**config.mk**
```make
export PLATFORM = sky130hd
export DESIGN_NAME = spi_master
export DESIGN_NICKNAME = d
export VERILOG_FILES = /design/src/rtl/spi_pkg.sv /design/src/rtl/spi_master.sv
export SDC_FILE = /design/constraint.sdc
export NUM_CORES = 1
export LEC_CHECK = 0
export CAP_MARGIN = 20
export CORE_MARGIN = 2
export CORE_UTILIZATION = 45
export DETAILED_ROUTE_END_ITERATION = 10
export HOLD_SLACK_MARGIN = 0.12
export PLACE_DENSITY = 0.72
export SYNTH_ARGS = -nofsm -noshare
export SYNTH_HDL_FRONTEND = slang
export SYNTH_SLANG_ARGS = --single-unit
```
**constraint.sdc**
```tcl
create_clock -name SCLK -period 1.7 [get_ports SCLK]
set_clock_uncertainty 0.2 [all_clocks]
set_input_delay 0.425 -clock SCLK [delete_from_list [all_inputs] [get_ports SCLK]]
set_output_delay 0.425 -clock SCLK [all_outputs]
set_load 0.01 [all_outputs]
```
**src/rtl/spi_pkg.sv**
```systemverilog
// Shared SPI constants and types, used by the master and by any slave model.
package spi_pkg;

    localparam int   SPI_DATA_W = 8;
    localparam int   SPI_CNT_W  = $clog2(SPI_DATA_W);
    localparam logic CS_ACTIVE  = 1'b0;

    typedef enum logic {
        IDLE,
        XFER
    } state_t;

endpackage

```
**src/rtl/spi_master.sv**
```systemverilog
// Byte-wide, LSB-first, full-duplex SPI master with per-slave active-low
// chip selects. Control and MISO sampling run on the SCLK negedge; MOSI is
// driven on the SCLK posedge.
module spi_master
    import spi_pkg::*;
#(
    parameter int NUM_SLAVES = 4,
    parameter int SEL_W      = (NUM_SLAVES > 1) ? $clog2(NUM_SLAVES) : 1
) (
    input  logic                  SCLK,
    input  logic                  reset,
    input  logic                  start,
    input  logic [SEL_W-1:0]      slaveSelect,
    input  logic [SPI_DATA_W-1:0] masterDataToSend,
    output logic [SPI_DATA_W-1:0] masterDataReceived,
    output logic                  busy,
    output logic                  done,
    output logic [NUM_SLAVES-1:0] CS,
    output logic                  MOSI,
    input  logic                  MISO
);

    localparam logic [SPI_CNT_W-1:0] LAST_BIT = SPI_CNT_W'(SPI_DATA_W - 1);

    state_t                  state;
    state_t                  state_nxt;
    logic                    launch;
    logic                    finish;
    logic                    sel_ok;
    logic                    cs_sel_low;
    logic [NUM_SLAVES-1:0]   cs_launch;
    logic [SEL_W-1:0]        sel_reg;
    logic [SPI_DATA_W-1:0]   tx_reg;
    logic [SPI_DATA_W-1:0]   rx_reg;
    logic [SPI_CNT_W-1:0]    rx_cnt;
    logic [SPI_CNT_W-1:0]    tx_cnt;

    // Out-of-range slave indices are rejected rather than aliased onto a real CS
    assign sel_ok = (32'(slaveSelect) < 32'(NUM_SLAVES));

    // Chip-select pattern for a new request, and whether the latched slave's CS is active
    always_comb begin
        cs_launch  = '1;
        cs_sel_low = 1'b0;
        for (int unsigned i = 0; i < NUM_SLAVES; i++) begin
            if (slaveSelect == SEL_W'(i)) begin
                cs_launch[i] = CS_ACTIVE;
            end
            if (sel_reg == SEL_W'(i)) begin
                cs_sel_low = (CS[i] == CS_ACTIVE);
            end
        end
    end

    // State register
    always_ff @(negedge SCLK or posedge reset) begin
        if (reset) begin
            state <= IDLE;
        end else begin
            state <= state_nxt;
        end
    end

    // Next-state logic
    always_comb begin
        state_nxt = state;
        unique case (state)
            IDLE: if (start && sel_ok)     state_nxt = XFER;
            XFER: if (rx_cnt == LAST_BIT)  state_nxt = IDLE;
            default:                       state_nxt = IDLE;
        endcase
    end

    // Per-state control strobes for the datapath
    always_comb begin
        launch = 1'b0;
        finish = 1'b0;
        unique case (state)
            IDLE:    launch = start && sel_ok;
            XFER:    finish = (rx_cnt == LAST_BIT);
            default: ;
        endcase
    end

    // Negedge datapath: framing, handshake and MISO capture
    always_ff @(negedge SCLK or posedge reset) begin
        if (reset) begin
            CS                 <= {NUM_SLAVES{~CS_ACTIVE}};
            busy               <= 1'b0;
            done               <= 1'b0;
            masterDataReceived <= '0;
            sel_reg            <= '0;
            tx_reg             <= '0;
            rx_reg             <= '0;
            rx_cnt             <= '0;
        end else begin
            if (state == IDLE) begin
                done <= 1'b0;
                if (launch) begin
                    tx_reg  <= masterDataToSend;
                    sel_reg <= slaveSelect;
                    CS      <= cs_launch;
                    busy    <= 1'b1;
                    rx_cnt  <= '0;
                end
            end else begin
                rx_reg[rx_cnt] <= MISO;
                rx_cnt         <= rx_cnt + SPI_CNT_W'(1);
                if (finish) begin
                    // Final bit goes straight to the output; rx_reg[7] is not yet updated here
                    CS                 <= {NUM_SLAVES{~CS_ACTIVE}};
                    busy               <= 1'b0;
                    done               <= 1'b1;
                    masterDataReceived <= {MISO, rx_reg[SPI_DATA_W-2:0]};
                end
            end
        end
    end

    // Posedge MOSI driver, shifting tx_reg out LSB first while the slave is selected
    always_ff @(posedge SCLK or posedge reset) begin
        if (reset) begin
            MOSI   <= 1'b0;
            tx_cnt <= '0;
        end else if (cs_sel_low) begin
            MOSI   <= tx_reg[tx_cnt];
            tx_cnt <= tx_cnt + SPI_CNT_W'(1);
        end else begin
            MOSI   <= 1'b0;
            tx_cnt <= '0;
        end
    end

endmodule

```
# Word-level counts from Yosys, hierarchy flattened
# Index checks and enable logic that the tools add are counted.
[totals]
register_bits = 40
in_bits = 14
elab_cells = 66
[classes]
addsub = 2
n_lt_le_gt_ge = 3
n_eq_ne = 8
mux = 30
bitwise = 5
reduce_logical = 7
[ops]
columns = ["op", "n"]
rows = [
  ["$mux 1", 20],
  ["$mux 4", 3],
  ["$mux 3", 3],
  ["$bwmux 8", 1],
  ["$eq 2x2->1 const B", 4],
  ["$lt 3x4->1 const B", 2],
  ["$add 3x1->3 const B", 2],
  ["$reduce_and 2->1", 3],
  ["$not 1->1", 5],
  ["$eq 2x1->1 const B", 2],
  ["$logic_not 2->1", 2],
  ["$bmux 1 s3", 1],
  ["$demux 1 s3", 1],
  ["$eq 3x3->1 const B", 1],
  ["$ge 3x1->1 const B", 1],
  ["$ne 2x1->1 const B", 1],
  ["$pmux 1 s2", 1],
  ["$reduce_bool 2->1", 1],
  ["$logic_and 1x1->1", 1],
]

# Longest topological paths before layout
# Gate-level depths: netlist (run 1).
[logic_depth]
word_depth = 6
ltp_mapped = 5
mapped_depth_nobuf = 5

==> impl_metrics.py, run 1 <==
metrics = {
    "run": {
        "maxCapViolCount": 0,
    },
    "detailed_routing": {
        "num_vias": 1256,
        "first_pass_iters": 4,
        "drtAntennaViolNets": 0,
        "drt_iter0_drc": 100,
        "routed_wl_microns": 4095,
        "drc": 0,
        "post_drt_wl_per_cell_microns": 17.13,
        "viasPerCell": 5.255,
    },
    "worst_setup_path": {
        "cp_max_fo": 2,
        "path_delay_family": "flip-flops",
        "cp.buffers_inverters": 1,
        "startpoint_type": "flop",
        "cp_slowest_cell": "dfstp_2",
        "cp_slowest_stage_delay_ns": 0.54,
        "r2r_end": "tx_cnt[2]",
        "critPathCaptureType": "output pin",
        "r2r-start": "CS[0]",
        "path_class": "reg2out",
        "r2r_setup_slack_ns": -0.75,
        "worstPathRequired_ns": 1.07,
        "r2r_cells": 4,
        "crit_chain": "buf_6",
        "cp.arrival_ns": 1.84,
    },
    "global_routing": {
        "grt_pass1_wl_microns": 6389,
        "gr-total-overflow": 0,
        "grt_max_degree": 13,
        "antenna_found_initial": 0,
        "grt_pass1_vias": 1298,
        "track_usage": 0.2108,
    },
    "floorplan": {
        "die_x_microns": 64.79,
        "die_h_microns": 64.79,
        "die_area_sq_mm": 0.004198,
        "row_count": 22,
        "start_util": 0.4611,
        "io_pins": 29,
        "core-area_sq_mm": 0.003606,
    },
    "final_layout": {
        "diodes": 0,
        "final_cell_mix": "dfrtn_1 (31), buf_4 (18), mux2_4 (15)",
        "nets": 207,
        "drive_gt1_frac": 0.5550,
        "n_fill_cell": 268,
        "syn2layout_area_growth_pct": 48.31,
        "layout_commonest_cell": "dfrtn_1",
    },
    "worst_hold_path": {
        "min_from": "masterDataReceived[3]",
        "hold_depth": 1,
        "min_to": "masterDataReceived[3]",
        "hold_path_class": "reg2reg",
    },
    "yosys": {
        "synth_area_per_cell_sq_um": 13.20,
        "synth_area_sq_mm": 0.001663,
        "yosysSeqAreaShare": 0.5899,
        "synth_top_area_frac": 0.4665,
        "ys_ff_latch": 39,
        "synth_cell_types": 26,
        "netlist_instances": 126,
        "yosys.area.top_type": "dfrtn_1",
        "synthTopCellsByArea": "dfrtn_1 (47%), mux2_2 (17%), dfstp_2 (6.3%)",
        "yosysWarnings": 0,
        "syn_nets": 143,
    },
    "power": {
        "peakVddDrop_mv": 1.076,
        "p_per_area_mw_per_mm2": 1834,
        "power.leakage_nw": 1.177,
    },
    "placement": {
        "portBuffers": 28,
        "dpl_worst_slack_ns": -0.9913,
        "place.gp.congestion": 0.8144,
        "dp_hpwl_microns": 2624,
    },
    "clock_network": {
        "cts_root_buf": "clkbuf_8",
        "cts.htree.levels": 2,
        "cts_tree": "built",
        "cts_buffers": 5,
        "postCtsHoldBufs": 0,
        "clockBufferDepth": 2,
        "clk_latency_ns": 0.35,
        "numClockSinks": 39,
        "clkTransAtPathRegs_ns": 0.05,
    },
    "timing": {
        "tightest_slew_ns": 0.2710,
        "hold_viol_final": 0,
        "grt_setup_unrepaired": "yes",
        "maxSlewHeadroom": 0.8180,
        "setup_viol": 37,
        "postLayoutSetupSlackWorst_ns": -0.7673,
        "tns_ns": -14.49,
        "drv_slew": 0,
    },
    "run_status": {
        "violations": "setup timing",
        "status": "finished with violations",
    },
}
[Yosys cell counts (all sizes together)]
master and n:
dfrtn 31, buf 4, ha 3, nor3 2, nand2 8, nor2 8
clkbuf 1, a31oi 1, nor2b 1, inv 5, dfrtp 4, mux4 2
nand4b 2, mux2 25, nor3b 2, nand2b 2, o21a 1, o32a 1
nand3b 1, mux2i 4, nand3 2, xnor2 1, o21ai 11, dfstp 4
[cells by family (layout without fill, tap and decap cells)]
family                   after synthesis  count (layout)  share of synthesized area
AND/OR/NAND/NOR                       28              30                    0.08353
flip-flops                            39              39                     0.5899
XOR/XNOR                               1               1                   0.005268
multiplexers                          31              31                     0.2205
AO/OA/AOI/OAI                         14              14                    0.04741
adder cells (fa/ha/maj)                3               3                    0.02258
buffers and inverters                 10              73                    0.03085
[metrics by stage]
step             util  std cells  instance area, sq um  power [mW]  hold slack (ns)
2_1_floorplan       -        126                  1732       2.776           0.1957
3_3_place_gp   0.6041        214                  2178       3.414           0.2425
3_5_place_dp   0.6041        214                  2178       3.526           0.2449
4_1_cts        0.6572        233                  2370       4.385           0.2452
5_1_grt        0.6839        239                  2466       4.791           0.2685
6_report       0.6839        239                  2466       4.524           0.2495
[cell type report]
class	instances	area [sq um]	area share
Clock inverter	6	50.05	0.02029
Timing Repair Buffer	56	501.7	0.2034
Inverter	4	21.27	0.008625
Multi-Input combinational cell	79	774.5	0.3141
Sequential cell	39	980.9	0.3978
Timing Repair inverter	1	5.005	0.002029
Tap cell	48	60.06	0.02435
Clock buffer	6	72.57	0.02943
[per-layer routing]
| metal | global-route usage | part of all wire | up-vias |
|---|---|---|---|
| li1 | - | - | 571 |
| met1 | 0.2714 | 0.43 | 637 |
| met2 | 0.3363 | 0.51 | 38 |
| met3 | 0.05035 | 0.037 | 10 |
| met4 | 0.09840 | 0.028 | 0 |
| met5 | 0 | 0 | - |
[worst max-delay path by stage]
| stage | end | startpoint | slack [ns] | cells after the start |
|---|---|---|---|---|
| after floorplan | tx_reg[0] | start | -0.56 | 4 |
| after global placement | sel_reg[0] | start | -0.96 | 3 |
| after detailed placement | tx_reg[6] | start | -0.99 | 3 |
| after CTS | CS[0] | CS[0] | -0.78 | 1 |
| after global routing | CS[0] | CS[0] | -0.81 | 1 |
| final | CS[0] | CS[0] | -0.77 | 1 |
[power by group]
part	switching, mW	internal (mW)
sequential	0.302	1.44
clock	0.343	0.448
combinational	0.810	1.19
total	1.45	3.07
[what timing repair did]
action / 4_1_cts / 5_1_grt
endpoints found under the setup margin: 86 / 49
gates resized for setup: 117 / 16
pin swaps: 5 / 7
setup buffers: 6 / 5
gates cloned: 2 / 1
Power figures use the tool's default switching activity.
==> inputs of run 2 (changes only) <==
--- a/config.mk
+++ b/config.mk
@@ -7,10 +7,10 @@
 export LEC_CHECK = 0
 export CAP_MARGIN = 20
 export CORE_MARGIN = 2
-export CORE_UTILIZATION = 45
+export CORE_UTILIZATION = 46
 export DETAILED_ROUTE_END_ITERATION = 10
 export HOLD_SLACK_MARGIN = 0.12
-export PLACE_DENSITY = 0.72
+export PLACE_DENSITY = 0.74
 export SYNTH_ARGS = -nofsm -noshare
 export SYNTH_HDL_FRONTEND = slang
 export SYNTH_SLANG_ARGS = --single-unit
==> run 2 against run 1 <==
- the run still ends with setup timing left
- sequential power barely moved
- non-clock buffer count up 1
- first-iteration DRC count fell by 60%
- wire length is 10% lower
- register-to-register slack improved by 0.07 ns
- clock-buffer cell count stayed put
- via count fell by 3.3%
- setup slack got worse by 0.028 ns
- critical endpoint is now CS[2]
- largest cell class unchanged
==> impl_metrics.py, run 2 (synthesis results as in run 1) <==
metrics = {
    "detailed_routing": {
        "num_vias": 1214,
        "drt_iter0_drc": 40,
        "routed_wl_microns": 3676,
        "first_pass_iters": 4,
        "post_drt_wl_per_cell_microns": 15.51,
        "drc": 0,
        "drtAntennaViolNets": 0,
        "viasPerCell": 5.122,
    },
    "worst_setup_path": {
        "startpoint_type": "flop",
        "r2r_cells": 4,
        "cp.buffers_inverters": 1,
        "cp_slowest_cell": "dfstp_2",
        "worstPathRequired_ns": 1.07,
        "cp_max_fo": 2,
        "cp.arrival_ns": 1.87,
        "r2r_end": "tx_cnt[1]",
        "cp_slowest_stage_delay_ns": 0.54,
        "path_class": "reg2out",
        "critPathCaptureType": "output pin",
        "path_delay_family": "flip-flops",
        "r2r-start": "CS[0]",
        "r2r_setup_slack_ns": -0.68,
        "crit_chain": "buf_6",
    },
    "power": {
        "power.leakage_nw": 1.154,
        "p_per_area_mw_per_mm2": 1772,
        "peakVddDrop_mv": 0.9595,
    },
    "timing": {
        "maxSlewHeadroom": 0.8177,
        "setup_viol": 34,
        "postLayoutSetupSlackWorst_ns": -0.7950,
        "drv_slew": 0,
        "grt_setup_unrepaired": "yes",
        "tightest_slew_ns": 0.2714,
        "tns_ns": -14.03,
        "hold_viol_final": 0,
    },
    "clock_network": {
        "cts.htree.levels": 2,
        "clockBufferDepth": 2,
        "clkTransAtPathRegs_ns": 0.07,
        "clk_latency_ns": 0.38,
        "cts_tree": "built",
        "cts_buffers": 5,
        "cts_root_buf": "clkbuf_4",
        "numClockSinks": 39,
    },
    "worst_hold_path": {
        "hold_path_class": "reg2reg",
        "hold_depth": 1,
        "min_to": "masterDataReceived[7]",
        "min_from": "masterDataReceived[7]",
    },
    "global_routing": {
        "grt_pass1_vias": 1251,
        "track_usage": 0.1971,
        "antenna_found_initial": 0,
        "grt_pass1_wl_microns": 6134,
        "gr-total-overflow": 0,
        "grt_max_degree": 19,
    },
    "run_status": {
        "status": "finished with violations",
        "violations": "setup timing",
    },
    "final_layout": {
        "final_cell_mix": "dfrtn_1 (31), buf_4 (23), mux2_4 (15)",
        "diodes": 0,
        "n_fill_cell": 254,
        "nets": 207,
        "syn2layout_area_growth_pct": 42.44,
        "seqCellArea_sq_um": 980.9,
        "layout_commonest_cell": "dfrtn_1",
        "drive_gt1_frac": 0.5183,
        "final_util": 0.6934,
        "multiInputGateArea_sq_um": 744.5,
    },
    "floorplan": {
        "die_x_microns": 64.13,
        "die_h_microns": 64.13,
        "start_util": 0.4868,
        "core-area_sq_mm": 0.003416,
        "row_count": 21,
        "die_area_sq_mm": 0.004112,
        "io_pins": 29,
    },
    "placement": {
        "dp_hpwl_microns": 2415,
        "place.gp.congestion": 0.8777,
        "portBuffers": 28,
    },
    "run": {
        "maxCapViolCount": 0,
    },
}
run 2: cell types whose count changed in the layout (fill, tap and decap cells not counted), sizes merged:
cell / before / now
dlygate4sd2: 8 / 10
bufinv: 1 / 0
clkdlybuf4s15: 2 / 1
clkinv: 1 / 2
nand2: 9 / 8
run 2: per-layer routing:
metal  part of all wire  routed length (microns)  GRT usage
met5                  0                        0          0
met4              0.018                       65    0.09043
met3              0.033                      121    0.03697
met2               0.51                     1862     0.3112
met1               0.44                     1626     0.2650
run 2: worst max path at each step:
stage / startpoint / end / slack, ns / depth (start not counted)
2_1_floorplan: start / tx_reg[0] / -0.56 / 4
3_3_place_gp: start / sel_reg[0] / -0.96 / 3
3_5_place_dp: start / tx_reg[5] / -1.01 / 3
4_1_cts: CS[0] / CS[0] / -0.80 / 1
5_1_grt: CS[0] / CS[0] / -0.84 / 1
6_report: CS[2] / CS[2] / -0.79 / 1
run 2: per-stage QoR:
stage / std cells / worst slack (ns) / power (mW) / area [sq um] / hold slack [ns]
after floorplan: 126 / -0.5594 / 2.776 / 1732 / 0.1957
after detailed placement: 215 / -1.009 / 3.543 / 2186 / 0.2540
after CTS: 234 / -0.7961 / 4.102 / 2320 / 0.2504
after global routing: 237 / -0.8442 / 4.462 / 2369 / 0.2651
final: 237 / -0.7950 / 4.196 / 2369 / 0.2484
after global placement: 215 / -0.9581 / 3.467 / 2186 / 0.2469
run 2: cell type report:
class                   count  area share
flip-flops and latches     39      0.4142
multi-input cells          78      0.3143
repair buffers             57      0.2039
well taps                  46     0.02430
clock buffers               6     0.02166
clock inverters             6     0.01057
inverters                   4    0.008980
repair inverters            1    0.002113
run 2: timing repair:
action | CTS | global route
cloned | 2 | 0
setup endpoints to repair | 68 | 36
resized for setup | 108 | 9
pin swaps | 3 | 3
hold buffers | 0 | 0
setup buffers | 6 | 3
run 2: power by group:
part | internal [mW] | total (mW) | leakage, nW | switching, mW
logic | 1.19 | 1.95 | 0.630 | 0.756
registers | 1.43 | 1.73 | 0.464 | 0.295
clock network | 0.209 | 0.521 | 0.0593 | 0.312
